--- src/rtl/fetch_inst_queue_if.sv ---
// rtl/fetch_inst_queue_if.sv - fetch-to-decode instruction stream bundle
interface fetch_inst_queue_if #(
  parameter int ADDR = 32,
  parameter int INST = 32
);
  logic            in_valid;
  logic [ADDR-1:0] in_pc;
  logic [INST-1:0] in_inst;
  logic            in_ready;
  logic            out_valid;
  logic [ADDR-1:0] out_pc;
  logic [INST-1:0] out_inst;
  logic            out_ready;

  // master: the fetch producer plus decode consumer around the queue
  modport master (
    output in_valid, in_pc, in_inst, out_ready,
    input  in_ready, out_valid, out_pc, out_inst
  );

  // slave: the queue itself
  modport slave (
    input  in_valid, in_pc, in_inst, out_ready,
    output in_ready, out_valid, out_pc, out_inst
  );
endinterface

--- src/rtl/fetch_inst_queue.sv ---
// rtl/fetch_inst_queue.sv - fetch-to-decode instruction queue with single-cycle flush
// Optional zero-latency path through an empty queue: FETCH_INST_QUEUE_BYPASS_EN
module fetch_inst_queue #(
  parameter int ADDR  = 32,
  parameter int INST  = 32,
  parameter int DEPTH = 4
) (
  input  logic                       clk,
  input  logic                       reset_,
  input  logic                       flush,
  fetch_inst_queue_if.slave          q,
  output logic [$clog2(DEPTH+1)-1:0] count
);
  localparam int PW = $clog2(DEPTH);
  localparam int CW = $clog2(DEPTH + 1);
  localparam logic [CW-1:0] FULL = CW'(DEPTH);

  logic [ADDR-1:0] pc_mem   [DEPTH];
  logic [INST-1:0] inst_mem [DEPTH];
  logic [PW-1:0]   rd_ptr;
  logic [PW-1:0]   wr_ptr;
  logic            empty;
  logic            push;
  logic            pop;

  assign empty      = (count == '0);
  assign q.in_ready = (count != FULL);

`ifdef FETCH_INST_QUEUE_BYPASS_EN
  logic bypass;

  // An empty queue forwards fetch straight to decode; a consumed bypass is never stored
  assign bypass      = empty && !flush;
  assign q.out_valid = bypass ? q.in_valid : !empty;
  assign q.out_pc    = bypass ? q.in_pc    : pc_mem[rd_ptr];
  assign q.out_inst  = bypass ? q.in_inst  : inst_mem[rd_ptr];
  assign push        = q.in_valid && q.in_ready && !(bypass && q.out_ready);
  assign pop         = q.out_valid && q.out_ready && !empty;
`else
  assign q.out_valid = !empty;
  assign q.out_pc    = pc_mem[rd_ptr];
  assign q.out_inst  = inst_mem[rd_ptr];
  assign push        = q.in_valid && q.in_ready;
  assign pop         = q.out_valid && q.out_ready;
`endif

  always_ff @(posedge clk or negedge reset_) begin
    if (!reset_) begin
      rd_ptr <= '0;
      wr_ptr <= '0;
      count  <= '0;
      for (int i = 0; i < DEPTH; i++) begin
        pc_mem[i]   <= '0;
        inst_mem[i] <= '0;
      end
    end else if (flush) begin
      rd_ptr <= '0;
      wr_ptr <= '0;
      count  <= '0;
    end else begin
      if (push) begin
        pc_mem[wr_ptr]   <= q.in_pc;
        inst_mem[wr_ptr] <= q.in_inst;
        wr_ptr           <= wr_ptr + PW'(1);
      end
      if (pop) begin
        rd_ptr <= rd_ptr + PW'(1);
      end
      case ({push, pop})
        2'b10:   count <= count + CW'(1);
        2'b01:   count <= count - CW'(1);
        default: count <= count;
      endcase
    end
  end
endmodule

--- src/flat_wrapper.sv ---
// flat-port wrapper written by rule: the top's interface ports become plain ports
module fetch_inst_queue_flat 
#(
  parameter int ADDR  = 32,
  parameter int INST  = 32,
  parameter int DEPTH = 4
)
  (clk, reset_, flush, count, q_in_valid, q_in_pc, q_in_inst, q_out_ready, q_in_ready, q_out_valid, q_out_pc, q_out_inst);
  fetch_inst_queue_if #(.ADDR(ADDR), .INST(INST)) q_i ();
  input  logic clk;
  input  logic reset_;
  input  logic flush;
  output logic [$clog2(DEPTH+1)-1:0] count;
  input wire logic [$bits(q_i.in_valid)-1:0] q_in_valid;
  input wire logic [$bits(q_i.in_pc)-1:0] q_in_pc;
  input wire logic [$bits(q_i.in_inst)-1:0] q_in_inst;
  input wire logic [$bits(q_i.out_ready)-1:0] q_out_ready;
  output wire logic [$bits(q_i.in_ready)-1:0] q_in_ready;
  output wire logic [$bits(q_i.out_valid)-1:0] q_out_valid;
  output wire logic [$bits(q_i.out_pc)-1:0] q_out_pc;
  output wire logic [$bits(q_i.out_inst)-1:0] q_out_inst;
  assign q_i.in_valid = q_in_valid;
  assign q_i.in_pc = q_in_pc;
  assign q_i.in_inst = q_in_inst;
  assign q_i.out_ready = q_out_ready;
  assign q_in_ready = q_i.in_ready;
  assign q_out_valid = q_i.out_valid;
  assign q_out_pc = q_i.out_pc;
  assign q_out_inst = q_i.out_inst;
  fetch_inst_queue #(.ADDR(ADDR), .INST(INST), .DEPTH(DEPTH)) u_core (.clk(clk), .reset_(reset_), .flush(flush), .q(q_i), .count(count));
endmodule
--- config.mk ---
export PLATFORM = sky130hd
export DESIGN_NAME = fetch_inst_queue_flat
export DESIGN_NICKNAME = d
export VERILOG_FILES = /design/src/rtl/fetch_inst_queue_if.sv /design/src/rtl/fetch_inst_queue.sv /design/src/flat_wrapper.sv
export SDC_FILE = /design/constraint.sdc
export NUM_CORES = 1
export LEC_CHECK = 0
export ABC_AREA = 1
export CAP_MARGIN = 20
export CORE_MARGIN = 8
export CORE_UTILIZATION = 38
export CTS_BUF_LIST = sky130_fd_sc_hd__clkbuf_2 sky130_fd_sc_hd__clkbuf_4 sky130_fd_sc_hd__clkbuf_8
export DETAILED_ROUTE_END_ITERATION = 7
export MAX_ROUTING_LAYER = met4
export PLACE_DENSITY = 0.62
export RECOVER_POWER = 100
export SYNTH_ARGS = -nofsm -noshare
export SYNTH_HDL_FRONTEND = slang
export SYNTH_SLANG_ARGS = --single-unit
--- constraint.sdc ---
create_clock -name clk -period 2.14 [get_ports clk]
set_input_delay 0.321 -clock clk [delete_from_list [all_inputs] [get_ports clk]]
set_output_delay 0.321 -clock clk [all_outputs]
set_load 0.05 [all_outputs]
# Word level (Yosys, flattened, before mapping)
# Index checks and enable logic that the tools add are counted.
[classes]
n_mux = 16
add_sub_neg = 4
n_lt_le_gt_ge = 3
reduce_logical = 9
n_eq_ne = 3
n_bitwise = 3
[ops]
columns = ["cell", "n"]
rows = [
  ["$bwmux 128", 2],
  ["$mux 32", 5],
  ["$bmux 32 s2", 2],
  ["$demux 32 s2", 1],
  ["$mux 2", 4],
  ["$ge 3x3->1 const B", 2],
  ["$not 2->3", 2],
  ["$pmux 3 s2", 1],
  ["$add 2x1->2 const B", 2],
  ["$reduce_bool 2->1", 2],
  ["$add 3x1->3 const B", 1],
  ["$logic_and 1x1->1", 3],
  ["$logic_not 3->1", 1],
  ["$lt 3x1->1 const B", 1],
  ["$mux 3", 1],
  ["$ne 3x3->1 const B", 1],
  ["$reduce_bool 3->1", 1],
  ["$sub 3x1->3 const B", 1],
  ["$eq 2x1->1 const B", 1],
  ["$eq 2x2->1 const B", 1],
  ["$reduce_and 2->1", 1],
  ["$logic_not 1->1", 1],
  ["$not 1->1", 1],
]
[word_totals]
in_bits = 69
word_cells = 49
regBits = 263
out_inout_bits = 69

# Longest topological paths before layout
# Gate-level depths: netlist of run 1.
[depth]
word_depth = 6
depth_mapped = 13
mapped_depth_nobuf = 12

# Least setup slack after synthesis of run 1
# OpenSTA, ideal clock, no wires.
[synth_path]
path_kind = "flip-flop to flip-flop"
from = "reg u_core.count[1]"
to = "reg u_core.count[2]"
arrival_ps = 2466
required_ps = 2022
n_path_buf = 0
period_less_slack_ps = 2584
setup_ps = 118
path_stages_with_launch = 13
path_slack_ps = -444
path_cell_list = "dfrtp_1 -> nor2_2 -> nand2_1 -> nand2_1 -> inv_1 -> nand2_1 -> inv_1 -> fa_1 -> xor2_1 -> nand3_1 -> nand2_1 -> nand2_1 -> nand2_1"
[synth_between]
elab_chain_len = 6
word_cells_on_any_way = 12
classes_between = "2 x add/sub; 3 x eq/ne; 2 x mux; 5 x reduce/logical"
[synth_lines]
columns = ["element", "line_no", "text"]
rows = [
  ["start: declaration", "fetch_inst_queue.sv:12", "output logic [$clog2(DEPTH+1)-1:0] count"],
  ["start signal: assignment", "fetch_inst_queue.sv:70", "2'b10: count <= count + CW'(1);"],
  ["start signal: assignment", "fetch_inst_queue.sv:71", "2'b01: count <= count - CW'(1);"],
  ["start signal: assignment", "fetch_inst_queue.sv:72", "default: count <= count;"],
  ["$logic_not 3->1 *", "fetch_inst_queue.sv:26", "assign empty = (count == '0);"],
  ["$logic_not 1->1 *", "fetch_inst_queue.sv:40", "assign q.out_valid = !empty;"],
  ["named net q_out_valid", "flat_wrapper.sv:19", "output wire logic [$bits(q_i.out_valid)-1:0] q_out_valid;"],
  ["$logic_and 1x1->1 *", "fetch_inst_queue.sv:44", "assign pop = q.out_valid && q.out_ready;"],
  ["$eq 2x1->1 / $eq 2x2->1 (equally long branches)", "fetch_inst_queue.sv:69", "case ({push, pop})"],
  ["$pmux 3 s2", "fetch_inst_queue.sv:69", ""],
  ["$mux 3", "fetch_inst_queue.sv:56", "end else if (flush) begin"],
]
# Mark *: on every way through the listed nets, which the timed path passes. The rest lies on a longest branch.
# A chain may end at the register's enable or synchronous reset.

# Worst setup path after layout of run 1
[layout_path]
from = "reg u_core.rd_ptr[0]"
to = "out q_out_pc[1]"
[layout_between]
elab_chain_len = 4
[layout_lines]
columns = ["element", "line_no", "text"]
rows = [
  ["start: declaration", "fetch_inst_queue.sv:20", "logic [PW-1:0] rd_ptr;"],
  ["start signal: assignment", "fetch_inst_queue.sv:67", "rd_ptr <= rd_ptr + PW'(1);"],
  ["$not 2->3 (implied by the code)", "fetch_inst_queue.sv:41", "assign q.out_pc = pc_mem[rd_ptr];"],
  ["$bmux 32 s2", "fetch_inst_queue.sv:41", ""],
  ["$mux 32 (implied by the code) (2 in series)", "fetch_inst_queue.sv:41", ""],
  ["end: declaration", "flat_wrapper.sv:20", "output wire logic [$bits(q_i.out_pc)-1:0] q_out_pc;"],
]
# No other way between the ends. The select of a mux whose other input is x is not followed.

==> out/qor.txt, run 1 <==
Outcome: complete, but fails checks
Failing checks: capacitance limit, slew limit, setup timing
First-pass GRT wire length: 54.2 mm
PnR worst setup slack: -0.152 ns
Total congestion overflow: 0
Placed cells: 1784
DRC viols: 0
Mapped cell area: 12100 um2
Final HPWL DP: 18.2 mm
Antenna-violating nets left: 0
Seq/Total Area, Yosys: 54.6%
R2r setup slk: 0.04 ns
Worst path max stage delay: 0.51 ns
CTS Root Cell: clkbuf_8
Io pins: 138
TritonCTS clock tree: done
Worst path most repeated cell: buf_12
Syn Area/Cell: 9.17 um2
Hold slack: 0.385 ns
Final Hold Vio Count: 0
CP Data Required Time: 1.82 ns
Hold Path Class: in2reg
Rel. slew slack: -2.01%
Number of port buffers: 137
Initial antenna violation count: 0
Detailed Route Iter0 Violations: 839
DRT Pass-1 Iters: 5
Reg2reg path depth: 12
Syn Inst Count: 1314
Clock latency on the worst-skew pair: 0.56 ns
Type of origin of the critical path: flip-flop
RR Endpoint: u_core.count[2]$_DFFE_PN0P_
Vias per inst: 5.21
Clock tree sinks: 263
Ant. Diodes: 0
Hold-critical path depth: 3
Min Tclk post-route: 2.29 ns
CTS H-Tree Depth: 2
Max_cap viols: 1
Worst slew pin tran: 1.53 ns
Hold Crit Endpoint: u_core.inst_mem[121]$_DFFE_PN0P_
PD cells: 1710 nW/um2
Worst vdd ir: 1.08 mV
Finished Layout Cells: 1895
Netlist cell types: 22
Cell leakage power: 7.59 nW
Post-route clock period utilization: 107%
Synth warnings: 0
Area delta synth->final: 36.9%
GPL Wtd Cong: 0.799
Dpl cell area: 14500 um2
Delay-heaviest family, CP: buffers and inverters
Pin count of the biggest net entering global routing: 129
Core area: 31400 um2
Nets: 1536
F_max: 436 MHz
Most common cell after layout, fill and taps aside: nand2_1
Hold_sp: q_in_inst[25]
Synth top area cells: dfrtp_1, nand2_1, o21ai_1
Commonest non-fill, non-tap cells in the layout: nand2_1, dfrtp_1, o21ai_1
DIE WIDTH: 194 um
WP data arrival: 1.97 ns
Area leader, netlist: dfrtp_1
Post-synth top area share: 54.6%
Slowest-stage cell, CP: dfrtp_4
Row count: 65
Inserted Clock Buffers: 46
Die H: 194 um
Via count: 9866
Final instance area: 16500 um2
WP buf/inv: 4
Post-Syn Nets: 1388
Share of layout cells above drive strength 1: 27.0%
Gr usage total: 18.0%
Crit-path max FO: 8
Final Slew Violations: 55
Number of global-route vias before repair: 9970
Deepest clock path buffer count: 3
Worst path cell trace: inv_8 -> buf_12 -> clkbuf_16 -> nor2_4 -> o22ai_2 -> buf_12
Setup CP Type: reg2out
RSZ-0062 raised after global routing: yes
Clk slew on worst S/H paths: 0.05 ns
CP endpoint kind: output pin
Critical R2R Launch: u_core.count[1]$_DFFE_PN0P_
Worst Skew: 0.0223 ns
Yosys reg bits: 263
DR WL/cell: 18.5 um
Die area: 37700 um2
Starting Density: 38.4%
Detailed Route WL: 35.0 mm
Final setup fails: 66
[cells by family after synthesis]
kind of cell	synth area share [%]
AO/OA/AOI/OAI	22.1
XOR/XNOR	0.145
adder cells (fa/ha/maj)	0.581
buffers and inverters	8.91
flip-flops	54.6
AND/OR/NAND/NOR	13.7
[area by class of cell]
type / count / area (um2)
Clock buffer: 74 / 887
Clock inverter: 5 / 33.8
Fill cell: 2864 / 14900
Inverter: 74 / 298
Multi-Input combinational cell: 878 / 5130
Sequential cell: 263 / 6590
Tap cell: 402 / 503
Timing Repair Buffer: 199 / 3070
[worst max-delay path by stage]
stage                                      start                     endpoint  slack (ns)  cells past startpoint
floorplan            u_core.count[2]$_DFFE_PN0P_  u_core.count[2]$_DFFE_PN0P_       -0.03                     13
global placement                      q_in_valid  u_core.count[2]$_DFFE_PN0P_        0.11                     10
finish              u_core.rd_ptr[0]$_DFFE_PN0P_                  q_out_pc[1]       -0.15                      6
detailed placement                    q_in_valid  u_core.count[2]$_DFFE_PN0P_         0.1                     10
global route        u_core.rd_ptr[0]$_DFFE_PN0P_                q_out_inst[1]       -0.24                      7
CTS                 u_core.rd_ptr[1]$_DFFE_PN0P_                 q_out_pc[22]       -0.20                      5
[report_power, final]
| part | internal [mW] | switching, mW | leakage [nW] |
|---|---|---|---|
| Clock | 2.61 | 2.00 | 0.496 |
| Sequential | 7.14 | 1.38 | 3.37 |
| Combinational | 6.73 | 8.35 | 3.72 |
| Total | 16.5 | 11.7 | 7.59 |
[registers in the layout (all words and copies together) (netlist names)]
signal / cells
u_core.inst_mem: 128
u_core.pc_mem: 128
u_core.count: 3
u_core.rd_ptr: 2
u_core.wr_ptr: 2
[through the flow]
step	setup WS, ns	TNS (ns)	utilization [%]	total power, mW
6_report	-0.152	-6.27	52.6	28.2
5_1_grt	-0.236	-17.15	52.6	29.8
4_1_cts	-0.204	-10.22	51.1	27.5
3_5_place_dp	0.0993	0	46.1	21.8
3_3_place_gp	0.108	0	46.1	21.6
2_1_floorplan	-0.0300	-0.0300	-	16.0
[synth_stat cells]
master	n
clkbuf_1	32
ha_1	4
buf_2	9
xor2_1	1
dfrtp_1	263
nor2_2	1
fa_1	1
nor2_1	130
nand3_1	4
o21ai_1	172
buf_4	6
o22ai_1	64
nand2_1	273
xnor2_1	1
nand2_4	6
buf_6	52
inv_1	74
nand4_1	3
a21oi_1	3
o21ai_0	130
nor2_8	1
o21ai_2	84
[what timing repair did]
item | 4_1_cts | 5_1_grt
pin swaps | 22 | 48
setup endpoints to repair | 69 | 64
hold endpoints to repair | 47 | 0
hold buffers | 1 | 0
setup buffers | 9 | 2
resized for setup | 110 | 171
cloned | 11 | 9
[worst reg2reg max path, delay by kind of cell, from the launching register on]
kind / cells / cell delay, ns
and+or+nand+nor: 8 / 0.84
buffers and inverters: 2 / 0.13
xor gates and xnor gates: 1 / 0.18
adders and majority gates: 1 / 0.41
DFF: 1 / 0.44
[metal layers]
layer  up-vias  track usage (%)  wire (um)
met2       291             29.3      16900
met4         0             5.37       1020
li1       4680                -          -
met1      4824             23.1      15500
met3        71             2.72       1560
met5         -                -          0
Note: power is estimated with default switching activity, not from simulation.
==> run 2, diff against run 1 <==
- CORE_UTILIZATION: 38 -> 29
- PLACE_DENSITY: 0.62 -> 0.51
==> run 2 against run 1 <==
Compared with the run above:
- the flow still finishes with violations (capacitance limit, slew limit, setup timing)
- clock-buffer cell count up 8
- die area is 28% higher
- setup slack got worse by 0.072 ns
- maximum frequency shrank 3.0%
- cell area rose by 3.7%
- largest power group unchanged
==> out/qor.txt, run 2 (synthesized netlist as in run 1, its figures left out) <==
CTS H-Tree Depth: 2 (unchanged)
Share of layout cells above drive strength 1: 31.4% (+4.4 points)
Area delta synth->final: 41.9%
DR WL/cell: 17.6 um (-4.6%)
Deepest clock path buffer count: 3 (unchanged)
Max_cap viols: 1 (unchanged)
Io pins: 138 (unchanged)
WP data arrival: 2.04 ns (+0.07 ns)
First-pass GRT wire length: 57.6 mm (+6.2%)
F_max: 423 MHz (-3.0%)
Post-layout util: 41.8% (-11 points)
Dpl cell area: 14700 um2 (+1.9%)
TritonCTS clock tree: done
Vias per inst: 4.76 (-8.5%)
CP Data Required Time: 1.82 ns (about the same)
Worst vdd ir: 0.762 mV (-30%)
PnR worst setup slack: -0.223 ns (-0.0715 ns)
Final Slew Violations: 69 (+25%)
Pin count of the biggest net entering global routing: 71 (-45%)
Crit-path max FO: 13 (+5)
Antenna-violating nets left: 0 (unchanged)
Total congestion overflow: 0 (unchanged)
Post-route clock period utilization: 110% (+3.3 points)
Gr usage total: 15.4% (-2.6 points)
Cell leakage power: 7.80 nW (+2.7%)
Final Power: 29.2 mW (+3.5%)
Most common cell after layout, fill and taps aside: nand2_1
Row count: 74 (+14%)
Detailed Route WL: 36.2 mm (+3.3%)
Clk slew on worst S/H paths: 0.06 ns (about the same)
Clock latency on the worst-skew pair: 0.60 ns (+0.04 ns)
Outcome: complete, but fails checks
Worst path max stage delay: 0.55 ns (+0.04 ns)
Largest registers: u_core.inst_mem x128, u_core.pc_mem x128, u_core.count x3
Number of global-route vias before repair: 10200 (+2.8%)
Core area: 40900 um2 (+30%)
Worst Skew: 0.0146 ns (-0.00767 ns)
Worst path most repeated cell: buf_12
DRC viols: 0 (unchanged)
Slowest-stage cell, CP: dfrtp_4
DIE WIDTH: 220 um (+13%)
Die area: 48300 um2 (+28%)
Finished Layout Cells: 2053 (+8.3%)
Worst slew pin tran: 1.95 ns (+0.420 ns)
Final setup fails: 64 (-3.0%)
Final HPWL DP: 20.2 mm (+11%)
GPL Wtd Cong: 0.740 (-7.3%)
Failing checks: capacitance limit, slew limit, setup timing
PD cells: 1710 nW/um2 (-0.13%)
CTS Root Cell: clkbuf_8
Final instance area: 17100 um2 (+3.7%)
RSZ-0062 raised after global routing: yes
Commonest non-fill, non-tap cells in the layout: nand2_1, dfrtp_1, o21ai_1
Detailed Route Iter0 Violations: 614 (-27%)
Min Tclk post-route: 2.36 ns (+0.0715 ns)
DRT Pass-1 Iters: 5 (unchanged)
Clock tree sinks: 263 (unchanged)
CP endpoint kind: output pin
Final Hold Vio Count: 0 (unchanged)
Initial antenna violation count: 1 (+1)
Number of port buffers: 137 (unchanged)
Via count: 9777 (-0.90%)
Starting Density: 29.4% (-8.9 points)
Nets: 1556 (+1.3%)
Worst path cell trace: inv_12 -> buf_12 -> buf_12 -> nor2_1 -> o22ai_2 -> buf_12
Fill cells: 4051 (+41%)
Type of origin of the critical path: flip-flop
Hold Path Class: in2reg
Rel. slew slack: -30.0% (-28 points)
Dpl ws: 0.0947 ns (-0.00460 ns)
Setup CP Type: reg2out
Die H: 220 um (+13%)
Inserted Clock Buffers: 49 (+6.5%)
Placed cells: 1929 (+8.1%)
==> run 2: path summary, 6_finish.rpt <==
kind,start,endpoint,slack (ns),cells after the start
setup / recovery,u_core.rd_ptr[0]$_DFFE_PN0P_,q_out_inst[27],-0.22,6
hold / removal,q_in_inst[28],u_core.inst_mem[92]$_DFFE_PN0P_,0.35,3
setup reg to reg,u_core.count[0]$_DFFE_PN0P_,u_core.pc_mem[66]$_DFFE_PN0P_,0.02,8
hold reg to reg,u_core.pc_mem[77]$_DFFE_PN0P_,u_core.pc_mem[77]$_DFFE_PN0P_,0.47,2
max in group asynchronous,reset_,u_core.pc_mem[61]$_DFFE_PN0P_,0.13,3
min in group asynchronous,reset_,u_core.inst_mem[114]$_DFFE_PN0P_,0.77,2
==> run 2: critical path, delay by kind of cell, from the launching register on <==
family	cells	cell delay [ns]
AOI/OAI and AO/OA	1	0.25
buffers and inverters	4	0.59
DFF	1	0.55
and+or+nand+nor	1	0.05
==> run 2: metal layers <==
metal	wire length (um)	share of wire [%]	vias up	global-route usage, %
met1	17000	47	4767	20.3
met4	728	2.0	0	5.17
li1	-	-	4759	-
met2	16800	46	207	23.9
met3	1690	4.7	44	2.71
met5	0	0	-	-
==> run 2: power breakdown <==
group | leakage [nW] | switching (mW) | internal (mW)
sequential | 3.37 | 1.36 | 7.14
combinational | 3.85 | 8.41 | 7.00
clock | 0.578 | 2.17 | 3.14
total | 7.80 | 11.9 | 17.3
==> run 2: per-stage QoR <==
step	setup TNS [ns]	hold slack, ns
2_1_floorplan	-0.0300	0.0254
3_3_place_gp	0	0.327
3_5_place_dp	0	0.327
4_1_cts	-13.57	0.249
5_1_grt	-38.36	0.334
6_report	-10.16	0.349
==> run 2: cell type report <==
| class | instances | area, um2 | area share [%] |
|---|---|---|---|
| Sequential cell | 263 | 6590 | 38.5 |
| Multi-Input combinational cell | 878 | 5210 | 30.5 |
| Timing Repair Buffer | 216 | 3250 | 19.0 |
| Clock buffer | 82 | 1030 | 6.01 |
| Tap cell | 532 | 666 | 3.89 |
| Inverter | 74 | 295 | 1.73 |
| Clock inverter | 7 | 65.1 | 0.380 |
| Antenna cell | 1 | 2.50 | 0.0146 |
==> run 2: repair_timing <==
action                                  CTS  global route
cloned                                   11             8
buffers inserted                         15             0
endpoints found under the setup margin   69            66
pin swaps                                36            38
resized for setup                       194           109
endpoints found under the hold margin    55             0
hold buffers                              1             0
==> run 3, diff against run 2 <==
- CAP_MARGIN: 20 -> unset
- GPL_ROUTABILITY_DRIVEN: unset -> 0
- SKIP_CTS_REPAIR_TIMING: unset -> 1
==> run 3 against run 2 <==
Compared with the run above:
- the run still ends with capacitance limit, slew limit, setup timing left
- sequential power is 2% lower
- non-clock buffer count is 25 lower
- clock-buffer cell count stayed put
- cell area is 5.9% lower
- setup slack better by 0.0040 ns
- maximum frequency is 0.17% higher
- largest cell class unchanged
- global-route usage is 1.3 points lower
- first-iteration DRC count is 2.4% higher
- clock skew is 0.0044 ns lower
- hold slack worse by 0.0014 ns
- final cell count is 1.2% lower
==> out/qor.txt, run 3 (synthesized netlist as in run 1, its figures left out) <==
Type of origin of the critical path: flip-flop
Hold Path Class: in2reg
Worst path cell trace: clkinv_8 -> buf_4 -> nor2_1 -> o22ai_2 -> buf_12
Grt met1 use: 18.2% (-2.1 points)
PD cells: 1720 nW/um2 (+0.40%)
DIE WIDTH: 220 um (unchanged)
Dpl ws: 0.0947 ns (unchanged)
Placed cells: 1929 (unchanged)
Gr usage total: 14.1% (-1.3 points)
Min Tclk post-route: 2.36 ns (-0.00395 ns)
F_max: 424 MHz (+0.17%)
Vias per inst: 4.73 (-0.67%)
Total congestion overflow: 0 (unchanged)
Finished Layout Cells: 2029 (-1.2%)
Max_cap viols: 1 (unchanged)
Final Power: 27.6 mW (-5.6%)
Worst slew pin tran: 1.93 ns (-0.0173 ns)
Final HPWL DP: 20.2 mm (unchanged)
Inserted Clock Buffers: 49 (unchanged)
CTS H-Tree Depth: 2 (unchanged)
Worst Skew: 0.0102 ns (-0.00440 ns)
CP Data Required Time: 1.82 ns (about the same)
Hold slack: 0.347 ns (-0.00142 ns)
DRC viols: 0 (unchanged)
Busiest grt layer: met2
Io pins: 138 (unchanged)
CP endpoint kind: output pin
Number of global-route vias before repair: 9909 (-3.3%)
Pin count of the biggest net entering global routing: 73 (+2.8%)
Area delta synth->final: 33.5%
WP buf/inv: 3 (-1)
Final setup fails: 64 (unchanged)
Deepest clock path buffer count: 3 (unchanged)
Initial antenna violation count: 1 (unchanged)
Rel. slew slack: -28.8% (+1.2 points)
Final instance area: 16100 um2 (-5.9%)
Fin Setup TNS: -9.03 ns (+1.13 ns)
Starting Density: 29.4% (unchanged)
Worst path max stage delay: 0.56 ns (about the same)
Reg area: 6590 um2 (about the same)
CTS Root Cell: clkbuf_8
TritonCTS clock tree: done
Dpl cell area: 14700 um2 (unchanged)
Delay-heaviest family, CP: flip-flops
Row count: 74 (unchanged)
Number of port buffers: 137 (unchanged)
Detailed Route Iter0 Violations: 629 (+2.4%)
Clock latency on the worst-skew pair: 0.60 ns (about the same)
Clk pwr share: 19.2% (+1.0 points)
Antenna-violating nets left: 0 (unchanged)
Psw: 11.2 mW (-6.3%)
Worst vdd ir: 0.743 mV (-2.5%)
Clock tree sinks: 263 (unchanged)
DR WL/cell: 16.9 um (-4.2%)
Outcome: complete, but fails checks
Die area: 48300 um2 (unchanged)
Multi-input logic area: 4780 um2 (-8.3%)
Cell leakage power: 7.46 nW (-4.3%)
Failing checks: capacitance limit, slew limit, setup timing
Die H: 220 um (unchanged)
Most common cell after layout, fill and taps aside: nand2_1
Final Hold Vio Count: 0 (unchanged)
First-pass GRT wire length: 53.6 mm (-6.9%)
Largest registers: u_core.inst_mem x128, u_core.pc_mem x128, u_core.count x3
Internal power: 16.4 mW (-5.1%)
Setup CP Type: reg2out
Core area: 40900 um2 (unchanged)
Met2 Use GR: 22.2% (-1.7 points)
Sequential power share: 30.2% (+1.1 points)
Post-layout util: 39.3% (-2.5 points)
Via count: 9598 (-1.8%)
PnR worst setup slack: -0.219 ns (+0.00395 ns)
DRT Pass-1 Iters: 5 (unchanged)
Nets: 1532 (-1.5%)
Crit-path max FO: 14 (+1)
Commonest non-fill, non-tap cells in the layout: nand2_1, dfrtp_1, o21ai_1
Clk slew on worst S/H paths: 0.06 ns (about the same)
Sw frac: 40.6% (-0.30 points)
Combinational Power Share: 50.6% (-2.1 points)
R2r setup slk: 0.02 ns (about the same)
Fill cells: 4180 (+3.2%)
Share of layout cells above drive strength 1: 25.1% (-6.3 points)
WP data arrival: 2.04 ns (about the same)
Slowest-stage cell, CP: dfrtp_4
M3 GR Usage: 2.61% (-0.11 points)
RSZ-0062 raised after global routing: yes
Final Slew Violations: 69 (unchanged)
Detailed Route WL: 34.3 mm (-5.3%)
Post-route clock period utilization: 110% (-0.18 points)
## run 3: area by class of cell
class | instances | area share, %
flip-flops and latches | 263 | 41.0
clock buffers | 82 | 6.39
multi-input cells | 878 | 29.7
well taps | 532 | 4.14
diodes | 1 | 0.0156
repair buffers | 191 | 16.5
clock inverters | 7 | 0.404
repair inverters | 1 | 0.0544
inverters | 74 | 1.84
## run 3: worst min-delay path, cell delays in order
cell	delay [ns]
clkdlybuf4s50_1	0.39
inv_1	0.12
o21ai_2	0.07
## run 3: worst paths after layout
kind / from / end / cells after the start
worst min register to register: u_core.pc_mem[77]$_DFFE_PN0P_ / u_core.pc_mem[77]$_DFFE_PN0P_ / 2
min in group asynchronous: reset_ / u_core.inst_mem[114]$_DFFE_PN0P_ / 2
worst min-delay path: q_in_inst[28] / u_core.inst_mem[92]$_DFFE_PN0P_ / 3
worst max register to register: u_core.count[1]$_DFFE_PN0P_ / u_core.pc_mem[69]$_DFFE_PN0P_ / 8
max in group asynchronous: reset_ / u_core.pc_mem[61]$_DFFE_PN0P_ / 3
worst max-delay path: u_core.rd_ptr[0]$_DFFE_PN0P_ / q_out_pc[21] / 5
## run 3: power by group through the flow
| stage | clock (mW) | combinational [mW] | sequential [mW] |
|---|---|---|---|
| 2_1_floorplan | 0 | 7.93 | 8.10 |
| 3_3_place_gp | 0 | 13.5 | 8.25 |
| 3_5_place_dp | 0 | 13.6 | 8.30 |
| 4_1_cts | 5.49 | 13.7 | 8.25 |
| 5_1_grt | 5.69 | 15.0 | 8.61 |
| 6_report | 5.30 | 14.0 | 8.33 |
## run 3: routing by layer
layer	routed length, um	share of wire (%)	vias up
met5	0	0	-
met4	676	2.0	0
met3	1740	5.1	42
met2	16000	47	225
met1	15800	46	4632
li1	-	-	4699
